==> config.mk <==
export PLATFORM = sky130hd
export DESIGN_NAME = alu_mul_sequencer
export DESIGN_NICKNAME = d
export VERILOG_FILES = /design/src/rtl/alu_mul_sequencer.sv
export SDC_FILE = /design/constraint.sdc
export NUM_CORES = 1
export LEC_CHECK = 0
export CAP_MARGIN = 25
export CORE_ASPECT_RATIO = 0.75
export CORE_UTILIZATION = 43
export DETAILED_ROUTE_END_ITERATION = 16
export PLACE_DENSITY = 0.77
export SETUP_SLACK_MARGIN = 0.1
export SLEW_MARGIN = 20
export SYNTH_ARGS = -nofsm -noshare
export SYNTH_HDL_FRONTEND = slang
export SYNTH_SLANG_ARGS = --single-unit
==> constraint.sdc <==
create_clock -name clk -period 2 [get_ports clk]
set_input_delay 0.4 -clock clk [delete_from_list [all_inputs] [get_ports clk]]
set_output_delay 0.4 -clock clk [all_outputs]
set_load 0.02 [all_outputs]
==> src/rtl/alu_mul_sequencer.sv <==
// Shift-and-add multiplier controller that borrows an external Hack ALU.
// Drives the ALU operands and control bits only while busy is high.
module alu_mul_sequencer #(
    parameter int WIDTH      = 16,
    parameter bit EARLY_EXIT = 1'b1
) (
    input  logic             clk,
    input  logic             reset,
    input  logic             start,
    input  logic [WIDTH-1:0] a,
    input  logic [WIDTH-1:0] b,
    output logic             busy,
    output logic             done,
    output logic [WIDTH-1:0] product,
    output logic [WIDTH-1:0] alu_x,
    output logic [WIDTH-1:0] alu_y,
    output logic [5:0]       alu_ctrl,
    input  logic [WIDTH-1:0] alu_out
);

    localparam int CW = $clog2(WIDTH) + 1;

    // Hack ALU control words {zx,nx,zy,ny,f,no}
    localparam logic [5:0] CTRL_ZERO = 6'b101010;
    localparam logic [5:0] CTRL_ADD  = 6'b000010;
    localparam logic [5:0] CTRL_PASS = 6'b001010;

    typedef enum logic [1:0] {
        IDLE,
        ADD,
        DBL,
        DONE
    } state_t;

    state_t           state;
    state_t           state_nxt;
    logic [WIDTH-1:0] acc;
    logic [WIDTH-1:0] acc_nxt;
    logic [WIDTH-1:0] mcand;
    logic [WIDTH-1:0] mcand_nxt;
    logic [WIDTH-1:0] mplier;
    logic [WIDTH-1:0] mplier_nxt;
    logic [WIDTH-1:0] mplier_shr;
    logic [CW-1:0]    cnt;
    logic [CW-1:0]    cnt_nxt;
    logic [CW-1:0]    cnt_inc;
    logic [WIDTH-1:0] product_nxt;
    logic             last_iter;

    assign mplier_shr = mplier >> 1;
    assign cnt_inc    = cnt + CW'(1);
    assign last_iter  = (cnt_inc == CW'(WIDTH))
                      || (EARLY_EXIT && (mplier_shr == '0));

    assign busy = (state != IDLE);
    assign done = (state == DONE);

    always_ff @(posedge clk) begin
        if (reset) begin
            state   <= IDLE;
            acc     <= '0;
            mcand   <= '0;
            mplier  <= '0;
            cnt     <= '0;
            product <= '0;
        end else begin
            state   <= state_nxt;
            acc     <= acc_nxt;
            mcand   <= mcand_nxt;
            mplier  <= mplier_nxt;
            cnt     <= cnt_nxt;
            product <= product_nxt;
        end
    end

    // Product is loaded on entry to DONE so it is already valid
    // during the done pulse and stays put afterwards.
    always_comb begin
        state_nxt   = state;
        acc_nxt     = acc;
        mcand_nxt   = mcand;
        mplier_nxt  = mplier;
        cnt_nxt     = cnt;
        product_nxt = product;
        alu_x       = '0;
        alu_y       = '0;
        alu_ctrl    = CTRL_ZERO;

        unique case (state)
            IDLE: begin
                if (start) begin
                    acc_nxt    = '0;
                    mcand_nxt  = a;
                    mplier_nxt = b;
                    cnt_nxt    = '0;
                    if (EARLY_EXIT && (b == '0)) begin
                        state_nxt   = DONE;
                        product_nxt = '0;
                    end else begin
                        state_nxt = ADD;
                    end
                end
            end
            ADD: begin
                alu_x     = acc;
                alu_y     = mcand;
                alu_ctrl  = mplier[0] ? CTRL_ADD : CTRL_PASS;
                acc_nxt   = alu_out;
                state_nxt = DBL;
            end
            DBL: begin
                alu_x      = mcand;
                alu_y      = mcand;
                alu_ctrl   = CTRL_ADD;
                mcand_nxt  = alu_out;
                mplier_nxt = mplier_shr;
                cnt_nxt    = cnt_inc;
                if (last_iter) begin
                    state_nxt   = DONE;
                    product_nxt = acc;
                end else begin
                    state_nxt = ADD;
                end
            end
            DONE: begin
                state_nxt = IDLE;
            end
            default: begin
                state_nxt = IDLE;
            end
        endcase
    end

endmodule

# After elaboration in Yosys (flattened, before gate mapping)
# Index checks and enable logic that the tools add are counted.
[word_totals] register_bits=71 in_bits=51 word_cells=45
[classes] addsub=1 n_eq_ne=7 muxes=20 n_reduce_logical=11
[op_table] cell="$pmux W16 S2" count=5
[op_table] cell="$mux W16" count=7
[op_table] cell="$logic_not A16 Y1" count=2
[op_table] cell="$pmux W6 S2" count=1
[op_table] cell="$pmux W5 S2" count=1
[op_table] cell="$pmux W2 S4" count=1
[op_table] cell="$mux W2" count=3
[op_table] cell="$ne A2 B2 Y1 const B" count=3
[op_table] cell="$reduce_bool A2 Y1" count=3
[op_table] cell="$add A5 B1 Y5 const B" count=1
[op_table] cell="$eq A5 B5 Y1 const B" count=1
[op_table] cell="$mux W5" count=1
[op_table] cell="$eq A2 B2 Y1 const B" count=2
[op_table] cell="$mux W4" count=1
[op_table] cell="$reduce_and A2 Y1" count=2
[op_table] cell="$reduce_and A4 Y1" count=1
[op_table] cell="$eq A2 B1 Y1 const B" count=1
[op_table] cell="$logic_not A2 Y1" count=1
[op_table] cell="$reduce_or A2 Y1" count=1
[op_table] cell="$logic_or A1 B1 Y1" count=1

# Logic depth before layout (Yosys ltp)
# Gate-level depths: netlist of run 1.
[logic_depth] depth_word=5 ltp_mapped=8

# Worst setup path before layout of run 1
# Ideal clock, no wire load.
[synth_path] path_type="register to output" from="register state[0]" to="output alu_x[0]" t_arrival_ns=1.792 setup_slack_ns=-0.192 path_stages_with_launch=7 path_buffers=1 path_cell_list="dfxtp_1 -> inv_1 -> ha_1 -> inv_1 -> nor2_1 -> clkbuf_1 -> a22o_1"
[synth_via] elab_chain_cells=2 word_cells_on_any_way=3 classes_between="2 x eq/ne; 1 x mux"
[synth_lines] element="start, declared" line_no="35" text="state_t state;"
[synth_lines] element="start signal, assigned" line_no="67" text="state <= state_nxt;"
[synth_lines] element="$eq A2 B2 Y1 or $eq A2 B1 Y1 (tied branches)" line_no="89" text="unique case (state)"
[synth_lines] element="$pmux W16 S2 *" line_no="89"
[synth_lines] element="end, declared" line_no="15" text="output logic [WIDTH-1:0] alu_x,"
# Every way passes the cells marked *; elsewhere a longest branch is shown, timed or not.

# Worst setup path in the final report of run 1
[layout_path] from="register state[0]" to="output alu_x[1]"
# Same word-level chain as after synthesis.

==> impl_metrics.tcl, run 1 <==
set metrics [dict create \
    start_util 0.444 \
    violations "setup timing" \
    routabilityCongestion 0.811 \
    synth_top_cell_area_share 0.405 \
    end_kind "primary output" \
    fillers 584 \
    crit_arrival_ns 1.70 \
    clock-sinks 71 \
    fin_ws_ns -0.0971 \
    clock_skew_ns 0.0100 \
    final_common_cell "dfxtp_1" \
    stdcell_area_um2 5490 \
    n_antenna_cell 0 \
    clk_path_buf_depth 2 \
    wl_per_cell_um 18.2 \
    synth-async-reset-ratio 0 \
    path_class "flip-flop to primary output" \
    p_per_area_nw_per_um2 1100 \
    drv_cap 0 \
    period_minus_slack_ns 2.10 \
    rows 28 \
    postCtsHoldBufs 0 \
    dieHeight_um 80.3 \
    cts_tree "yes" \
    layout-drive-gt1-share 0.293 \
    synth.avg_cell_area_um2 9.20 \
    track_usage 0.255 \
    yosys.area.top_type "dfxtp_1" \
    dp_cells 588 \
    dp_hpwl_mm 6.94 \
    yosysWarnings 0 \
    grt_start_max_net_pins 88 \
    fp.dieW_um 106 \
    leakage_nw 2.05 \
    remaining_drc_errors 0 \
    path_clk_slew_ns 0.07 \
    fmax_mhz 477 \
    die_area_um2 8540 \
    peakVddDrop_mv 0.631 \
    whs_path_depth 2 \
    post_drt_via_cell_ratio 5.62 \
    synthDistinctLibCells 38 \
    r2r-end "product[15]" \
    first_pass_iters 5 \
    final_core_util 0.694 \
    final_nets 556 \
    drt_iter0_markers 233 \
    synthFlopType "dfxtp_1" \
    post_dp_cell_area_um2 4940 \
    dp_worst_setup_slack_ns -0.241 \
    vias 3430 \
    cts_root_buffer "clkbuf_8" \
    areaGrowthSynthToFinish_pct 56.4 \
    hold_viol_final 0 \
    synth_edf_count 0 \
    ys_ff_latch 71 \
    grt_pass1_vias 3414 \
    period_share 1.05 \
    holdCritStartpoint "product[14]" \
    hold_class "flip-flop to flip-flop" \
    final_cells 610 \
    critPathLaunchType "flip-flop" \
    cts_buffers 9 \
    ioPinCount 107 \
    hold_end "product[14]" \
    r2r_setup_slack_ns 0.08 \
    core_um2 7920 \
    drv_slew 0 \
    wirelength_mm 11.1 \
    ys_seq_area_frac 0.405 \
    rsz0062_at_grt "yes" \
    ys_top_cells_by_area "dfxtp_1, mux2i_1, a211oi_1" \
    whs_ns 0.495 \
    layout_common_cells "dfxtp_1, clkdlybuf4s50_1, nor2_1, buf_6" \
    outcome "finished with violations" \
    critPathRequiredTime_ns 1.60 \
    clock_latency_ns 0.35 \
    ff2ff_path_depth 7 \
    postSynthCellCount 382 \
    startpoint "state[0]" \
    antenna_found_initial 0 \
    h-tree-depth 3 \
    grt.overflow.total 0 \
    portBuffers 102 \
    cp_max_fo 8 \
    final_antenna_net_count 0 \
    r2r-start "state[1]" \
    grt_pass1_wl_mm 16.8 \
    setup-violations-final 16 \
    synth_area_um2 3510 \
]
## cells by family (layout without fill, tap and decap cells)
| logic type | after synthesis | count (layout) | synth area share |
|---|---|---|---|
| simple gates | 120 | 120 | 0.176 |
| compound gates | 97 | 98 | 0.237 |
| flops | 71 | 71 | 0.405 |
| buf+inv | 54 | 174 | 0.0687 |
| mux | 33 | 33 | 0.0940 |
| fa+ha+maj | 5 | 5 | 0.0178 |
| other cells | 2 | 4 | 0.00214 |
## layout make-up
class,instances,area [um2],area share
clock buffers,12,135,0.0246
clock inverters,4,70.1,0.0128
flip-flops and latches,71,1420,0.259
inverters,21,83.8,0.0153
well taps,105,131,0.0239
repair buffers,137,1510,0.276
multi-input cells,260,2140,0.389
## cell usage after synthesis, types with 3 or more instances
cell type / instances
dfxtp_1: 71
nor2_1: 56
mux2i_1: 33
a211oi_1: 32
clkbuf_1: 23
inv_1: 21
nand2b_1: 18
a22oi_1: 17
and2_1: 17
a22o_1: 16
nand2_1: 10
o32ai_2: 10
a21oi_1: 7
o32ai_1: 6
ha_1: 5
nor4_1: 5
buf_2: 4
buf_4: 4
nor3_1: 3
## timing repair
action                                  4_1_cts  5_1_grt
buffers inserted                              2        1
pin swaps                                     8       17
gates resized for setup                     178       83
endpoints found under the setup margin       86       78
gates cloned                                  2        3
## power by group
| part | leakage, nW | internal (mW) | switching (mW) |
|---|---|---|---|
| Sequential | 0.581 | 1.68 | 0.231 |
| Combinational | 1.37 | 1.40 | 1.51 |
| Clock | 0.104 | 0.700 | 0.522 |
| Total | 2.05 | 3.77 | 2.26 |
## how the worst max path moves through the flow
stage,end,slack [ns],depth (start not counted)
after floorplan,alu_x[0],0.13,6
after global placement,alu_x[3],-0.19,6
after CTS,alu_x[1],-0.18,8
after global routing,alu_x[3],-0.16,7
final,alu_x[1],-0.1,6
after detailed placement,product[5],-0.24,6
## metrics by stage
step	setup TNS, ns	total power [mW]
final	-1.30	6.04
after global routing	-2.86	6.36
after CTS	-2.47	5.70
after detailed placement	-7.64	4.38
after global placement	-4.85	4.29
after floorplan	0	3.33
## critical path, cell delays in order (launching register included)
cell and delay, ns:
dfxtp_2 0.33, buf_4 0.14, ha_2 0.19, and2_4 0.19, buf_16 0.15, a22o_4 0.22
buf_6 0.13
## routing by layer
metal | up-vias | wire [um] | GRT usage
li1 | 1616 | - | -
met1 | 1645 | 4590 | 0.312
met2 | 147 | 5460 | 0.439
met3 | 22 | 875 | 0.0657
met4 | 0 | 171 | 0.0806
met5 | - | 0 | 0
## state kept, by name, indices dropped and copies added, names as in the netlist
register,flops
state,2
cnt,5
acc,16
mplier,16
product,16
mcand,16
No activity file was read; power rests on OpenSTA's default activity.
==> run 2, diff against run 1 <==
- ABC_AREA: default -> 1
- ABC_CLOCK_PERIOD_IN_PS: default -> 2000
==> impl_metrics.tcl, run 2 <==
set metrics [dict create \
    outcome "finished with violations" \
    violations "setup timing" \
    antenna_found_initial 0 \
    cts_root_buffer "clkbuf_8" \
    track_usage 0.274 \
    fin_ws_ns -0.0680 \
    whs_ns 0.480 \
    dp_hpwl_mm 7.91 \
    startpoint "state[0]" \
    cts_tree "yes" \
    fmax_mhz 484 \
    period_minus_slack_ns 2.07 \
    drv_slew 0 \
    core_um2 7950 \
    first_pass_iters 5 \
    rows 28 \
    end_kind "primary output" \
    drt_iter0_markers 353 \
    hold_class "flip-flop to flip-flop" \
    postCtsHoldBufs 0 \
    yosysWarnings 0 \
    routabilityCongestion 0.917 \
    final_antenna_net_count 0 \
    clock_skew_ns 0.0153 \
    final_common_cell "nand2_1" \
    synth_edf_count 0 \
    h-tree-depth 3 \
    n_antenna_cell 0 \
    portBuffers 102 \
    r2r-start "state[1]" \
    netlist_top_cells_count "nand2_1, dfxtp_1, nand3_1" \
    die_area_um2 8660 \
    tns_ns -0.340 \
    clk_path_buf_depth 2 \
    dieHeight_um 80.9 \
    synth_area_um2 3560 \
    ys_ff_latch 71 \
    combPwrFrac 0.328 \
    leakage_nw 2.31 \
    layout_common_cells "nand2_1, dfxtp_1, clkdlybuf4s50_1, nand3_1, nor2_1" \
    holdCritStartpoint "cnt[4]" \
    drv_cap 0 \
    layout-drive-gt1-share 0.270 \
    synth.avg_cell_area_um2 6.73 \
    ioPinCount 107 \
    synth.most_common_cell "nand2_1" \
    critPathLaunchType "flip-flop" \
    grt.overflow.total 0 \
    stdcell_area_um2 5650 \
    synth-async-reset-ratio 0 \
    post_drt_via_cell_ratio 5.55 \
    path_class "flip-flop to primary output" \
    setup-violations-final 12 \
    fp.dieW_um 107 \
    remaining_drc_errors 0 \
    p_per_area_nw_per_um2 739 \
    final_nets 700 \
    rsz0062_at_grt "yes" \
    ys_seq_area_frac 0.399 \
    cts_buffers 9 \
    clkPwrFrac 0.279 \
    yosys.area.top_type "dfxtp_1" \
    clock_latency_ns 0.36 \
    post_dp_cell_area_um2 4900 \
    postSynthCellCount 530 \
    grt_pass1_vias 3762 \
    intPower_mw 2.74 \
    pwr-share-seq 0.393 \
    p_sw_mw 1.44 \
    wirelength_mm 12.7 \
    clock-sinks 71 \
    swShare 0.345 \
    path_clk_slew_ns 0.08 \
    cp_max_fo 5 \
    synthFlopType "dfxtp_1" \
    grt_start_max_net_pins 49 \
    crit_arrival_ns 1.67 \
    ys_top_cells_by_area "dfxtp_1, nand2_1, nand3_1" \
    critPathRequiredTime_ns 1.60 \
    vias 4188 \
    synthDistinctLibCells 22 \
    final_core_util 0.710 \
    wl_per_cell_um 16.9 \
    areaGrowthSynthToFinish_pct 58.5 \
    synth_top_cell_area_share 0.399 \
    peakVddDrop_mv 0.339 \
    start_util 0.448 \
    grt_pass1_wl_mm 18.4 \
    hold_viol_final 0 \
    period_share 1.03 \
]
## run 2: cell types whose count changed in the layout (fill, tap and decap cells not counted), moves of 17 or more
cell	before	now
a211oi_1	32	0
nor2_1	55	38
nand2_1	9	129
nand3_1	2	59
mux2i_1	32	0
a31oi_1	1	23
a21oi_1	7	27
o21ai_1	2	22
a22oi_1	17	0
nand2b_1	17	0
and2_4	17	0
o21ai_2	1	22
## run 2: layout make-up
type	count	area, um2
Clock buffer	9	124
Clock inverter	7	71.3
Fill cell	591	2300
Inverter	34	128
Multi-Input combinational cell	383	2190
Sequential cell	71	1420
Tap cell	105	131
Timing Repair Buffer	145	1580
## run 2: metrics by stage
| step | power, mW | worst slack, ns | cells |
|---|---|---|---|
| floorplan | 2.22 | 0.0715 | 532 |
| global placement | 2.66 | -0.153 | 727 |
| detailed placement | 2.68 | -0.194 | 727 |
| CTS | 3.92 | -0.0284 | 748 |
| global route | 4.33 | -0.0848 | 754 |
| finish | 4.18 | -0.0680 | 754 |
## run 2: what timing repair did
item / CTS / global route
cloned: 2 / 4
gates resized for setup: 208 / 65
buffers inserted: 3 / 2
endpoints found under the setup margin: 58 / 81
pin swaps: 6 / 2
## run 2: logic make-up (layout without fill, tap and decap cells)
group | after synthesis | after routing | share of synthesized area
buffers and inverters | 78 | 195 | 0.0937
flip-flops | 71 | 71 | 0.399
other | 2 | 4 | 0.00211
AO/OA/AOI/OAI | 122 | 122 | 0.195
AND/OR/NAND/NOR | 252 | 252 | 0.293
adder cells (fa/ha/maj) | 5 | 5 | 0.0176
## run 2: final timing paths
kind	endpoint	slack, ns	depth (start not counted)
setup / recovery	alu_x[1]	-0.07	7
setup reg to reg	mplier[9]	0.02	12
hold reg to reg	cnt[4]	0.48	2
hold / removal	cnt[4]	0.48	2
## run 2: layer usage
layer / track usage / share of wire / vias to the layer above
met5: 0 / 0 / -
met4: 0.0808 / 0.028 / 0
met3: 0.0626 / 0.083 / 43
met2: 0.479 / 0.48 / 233
met1: 0.338 / 0.40 / 1923
li1: - / - / 1989
## run 2: power groups by stage
| stage | sequential, mW | combinational [mW] | clock (mW) |
|---|---|---|---|
| after global placement | 1.65 | 1.01 | 0 |
| after detailed placement | 1.65 | 1.03 | 0 |
| final | 1.64 | 1.37 | 1.17 |
| after floorplan | 1.65 | 0.568 | 0 |
| after global routing | 1.66 | 1.45 | 1.23 |
| after CTS | 1.63 | 1.12 | 1.17 |
## run 2: worst max-delay path: stages (launching register included)
cell and delay, ns:
dfxtp_2 0.35, inv_2 0.06, ha_4 0.31, buf_12 0.12, clkbuf_16 0.15, nand3_2 0.09, o21ai_2 0.10, buf_6 0.14
==> run 3, diff against run 2 <==
- ABC_CLOCK_PERIOD_IN_PS: 2000 -> 1750
- SLEW_MARGIN: 20 -> default
- clock period: 2 -> 1.75 ns (I/O delays scaled with it)
==> impl_metrics.tcl, run 3 (synthesis gave the netlist of run 2 again) <==
set metrics [dict create \
    cts_buffers 9 \
    whs_path_depth 2 \
    crit_arrival_ns 1.69 \
    stdcell_area_um2 6680 \
    grt_start_max_net_pins 39 \
    path_class "flip-flop to primary output" \
    whs_ns 0.494 \
    worstPathCellList "inv_2 > ha_4 > buf_6 > buf_12 > nand2_4 > o21ai_4 > buf_6" \
    leakage_nw 2.79 \
    critPathLaunchType "flip-flop" \
    cp_num_buf_inv 4 \
    setup-violations-final 64 \
    core_um2 7950 \
    period_share 1.17 \
    peakVddDrop_mv 0.531 \
    vias 4805 \
    first_pass_iters 6 \
    layout-drive-gt1-share 0.424 \
    fmax_mhz 490 \
    r2r-start "state[0]" \
    cpPeakStageDelay_ns 0.35 \
    outcome "finished with violations" \
    startpoint "state[0]" \
    drt_iter0_markers 351 \
    postCtsHoldBufs 0 \
    fin_ws_ns -0.289 \
    wirelength_mm 16.7 \
    final_antenna_net_count 0 \
    portBuffers 102 \
    dp_hpwl_mm 8.21 \
    areaGrowthSynthToFinish_pct 87.4 \
    drv_cap 0 \
    endpoint "alu_x[4]" \
    h-tree-depth 3 \
    path_clk_slew_ns 0.07 \
    clock_latency_ns 0.36 \
    start_util 0.448 \
    grt.overflow.total 0 \
    clock_skew_ns 0.0173 \
    grt_pass1_vias 4258 \
    hold_viol_final 0 \
    swShare 0.365 \
    tns_ns -8.57 \
    drv_slew 0 \
    intPower_mw 3.29 \
    clk_path_buf_depth 2 \
    p_sw_mw 1.89 \
    post_dp_cell_area_um2 5130 \
    dp_cells 745 \
    r2r-end "mcand[7]" \
    cp_slowest_cell "dfxtp_2" \
    cts_tree "yes" \
    cp_max_fo 8 \
    die_area_um2 8660 \
    hold_class "flip-flop to flip-flop" \
    ioPinCount 107 \
    fp.dieW_um 107 \
    antenna_found_initial 0 \
    period_minus_slack_ns 2.04 \
    cpMostUsedCell "buf_6" \
    layout_common_cells "nand2_1, dfxtp_1, clkdlybuf4s50_1, buf_6, buf_4" \
    fillers 399 \
    violations "setup timing" \
    combPwrFrac 0.402 \
    pwr-share-seq 0.370 \
    remaining_drc_errors 0 \
    critPathRequiredTime_ns 1.40 \
    wl_per_cell_um 21.0 \
    clkPwrFrac 0.228 \
    grt_pass1_wl_mm 20.6 \
    cts_root_buffer "clkbuf_8" \
    n_antenna_cell 0 \
    rsz0062_at_grt "yes" \
    dieHeight_um 80.9 \
    cp_num_cells 7 \
    multiInputGateArea_um2 2630 \
    final_common_cell "nand2_1" \
    ff2ff_path_depth 11 \
    r2r_setup_slack_ns -0.14 \
    final_nets 740 \
    final_cells 793 \
    end_kind "primary output" \
    rows 28 \
    crit_family "buffers and inverters" \
    p_per_area_nw_per_um2 776 \
    post_drt_via_cell_ratio 6.06 \
    routabilityCongestion 0.888 \
    clock-sinks 71 \
    track_usage 0.309 \
    seqCellArea_um2 1430 \
]
run 3: cell types whose count changed in the layout (fill, tap and decap cells not counted), moves of 9 or more:
cell,previous run,this run
nand3_1,59,34
o21ai_4,2,16
buf_6,29,44
a21oi_1,27,17
a31oi_1,23,32
clkdlybuf4s50_1,66,50
dlygate4sd2_1,2,15
buf_4,25,41
nand3_2,11,31
o21ai_1,22,2
nand2_1,129,115
run 3: tightest hold or removal path, cell delays in order, from the launching register on:
cell and delay [ns]:
dfxtp_1 0.35, a21oi_2 0.04, nor2_1 0.08
run 3: final cells by class:
cell class | instances | share of cell area
clock inverter | 4 | 0.00337
inverter | 34 | 0.0214
timing repair inverter | 1 | 0.00169
timing repair buffer | 184 | 0.325
multi-input combinational | 383 | 0.394
tap | 105 | 0.0197
clock buffer | 11 | 0.0212
sequential | 71 | 0.214
run 3: worst min-delay path by stage:
stage / from / to
floorplan: reset / acc[0]
global placement: product[12] / product[12]
detailed placement: product[15] / product[15]
CTS: cnt[0] / cnt[0]
global route: product[13] / product[13]
finish: product[15] / product[15]
run 3: power by group through the flow:
| stage | Combinational, mW | Clock (mW) | Sequential, mW |
|---|---|---|---|
| 6_report | 2.08 | 1.18 | 1.92 |
| 5_1_grt | 2.17 | 1.24 | 1.93 |
| 4_1_cts | 1.62 | 1.14 | 1.87 |
| 3_5_place_dp | 1.25 | 0 | 1.88 |
| 3_3_place_gp | 1.21 | 0 | 1.88 |
| 2_1_floorplan | 0.696 | 0 | 1.88 |
run 3: layer usage:
metal / GRT usage / routed length, um / up-vias
li1: - / - / 2083
met1: 0.363 / 6160 / 2295
met2: 0.542 / 8070 / 350
met3: 0.0714 / 1600 / 77
met4: 0.141 / 850 / 0
met5: 0 / 0 / -
run 3: per-stage QoR:
step,power (mW),util,setup slack [ns]
6_report,5.18,0.840,-0.289
5_1_grt,5.33,0.840,-0.340
4_1_cts,4.63,0.750,-0.213
3_5_place_dp,3.14,0.646,-0.398
3_3_place_gp,3.10,0.646,-0.309
2_1_floorplan,2.58,-,0.0977
run 3: timing repair:
| action | in CTS | in global routing |
|---|---|---|
| pin swaps | 42 | 36 |
| setup endpoints to repair | 102 | 105 |
| gates resized for setup | 319 | 124 |
| cloned | 8 | 8 |
| setup buffers | 13 | 8 |
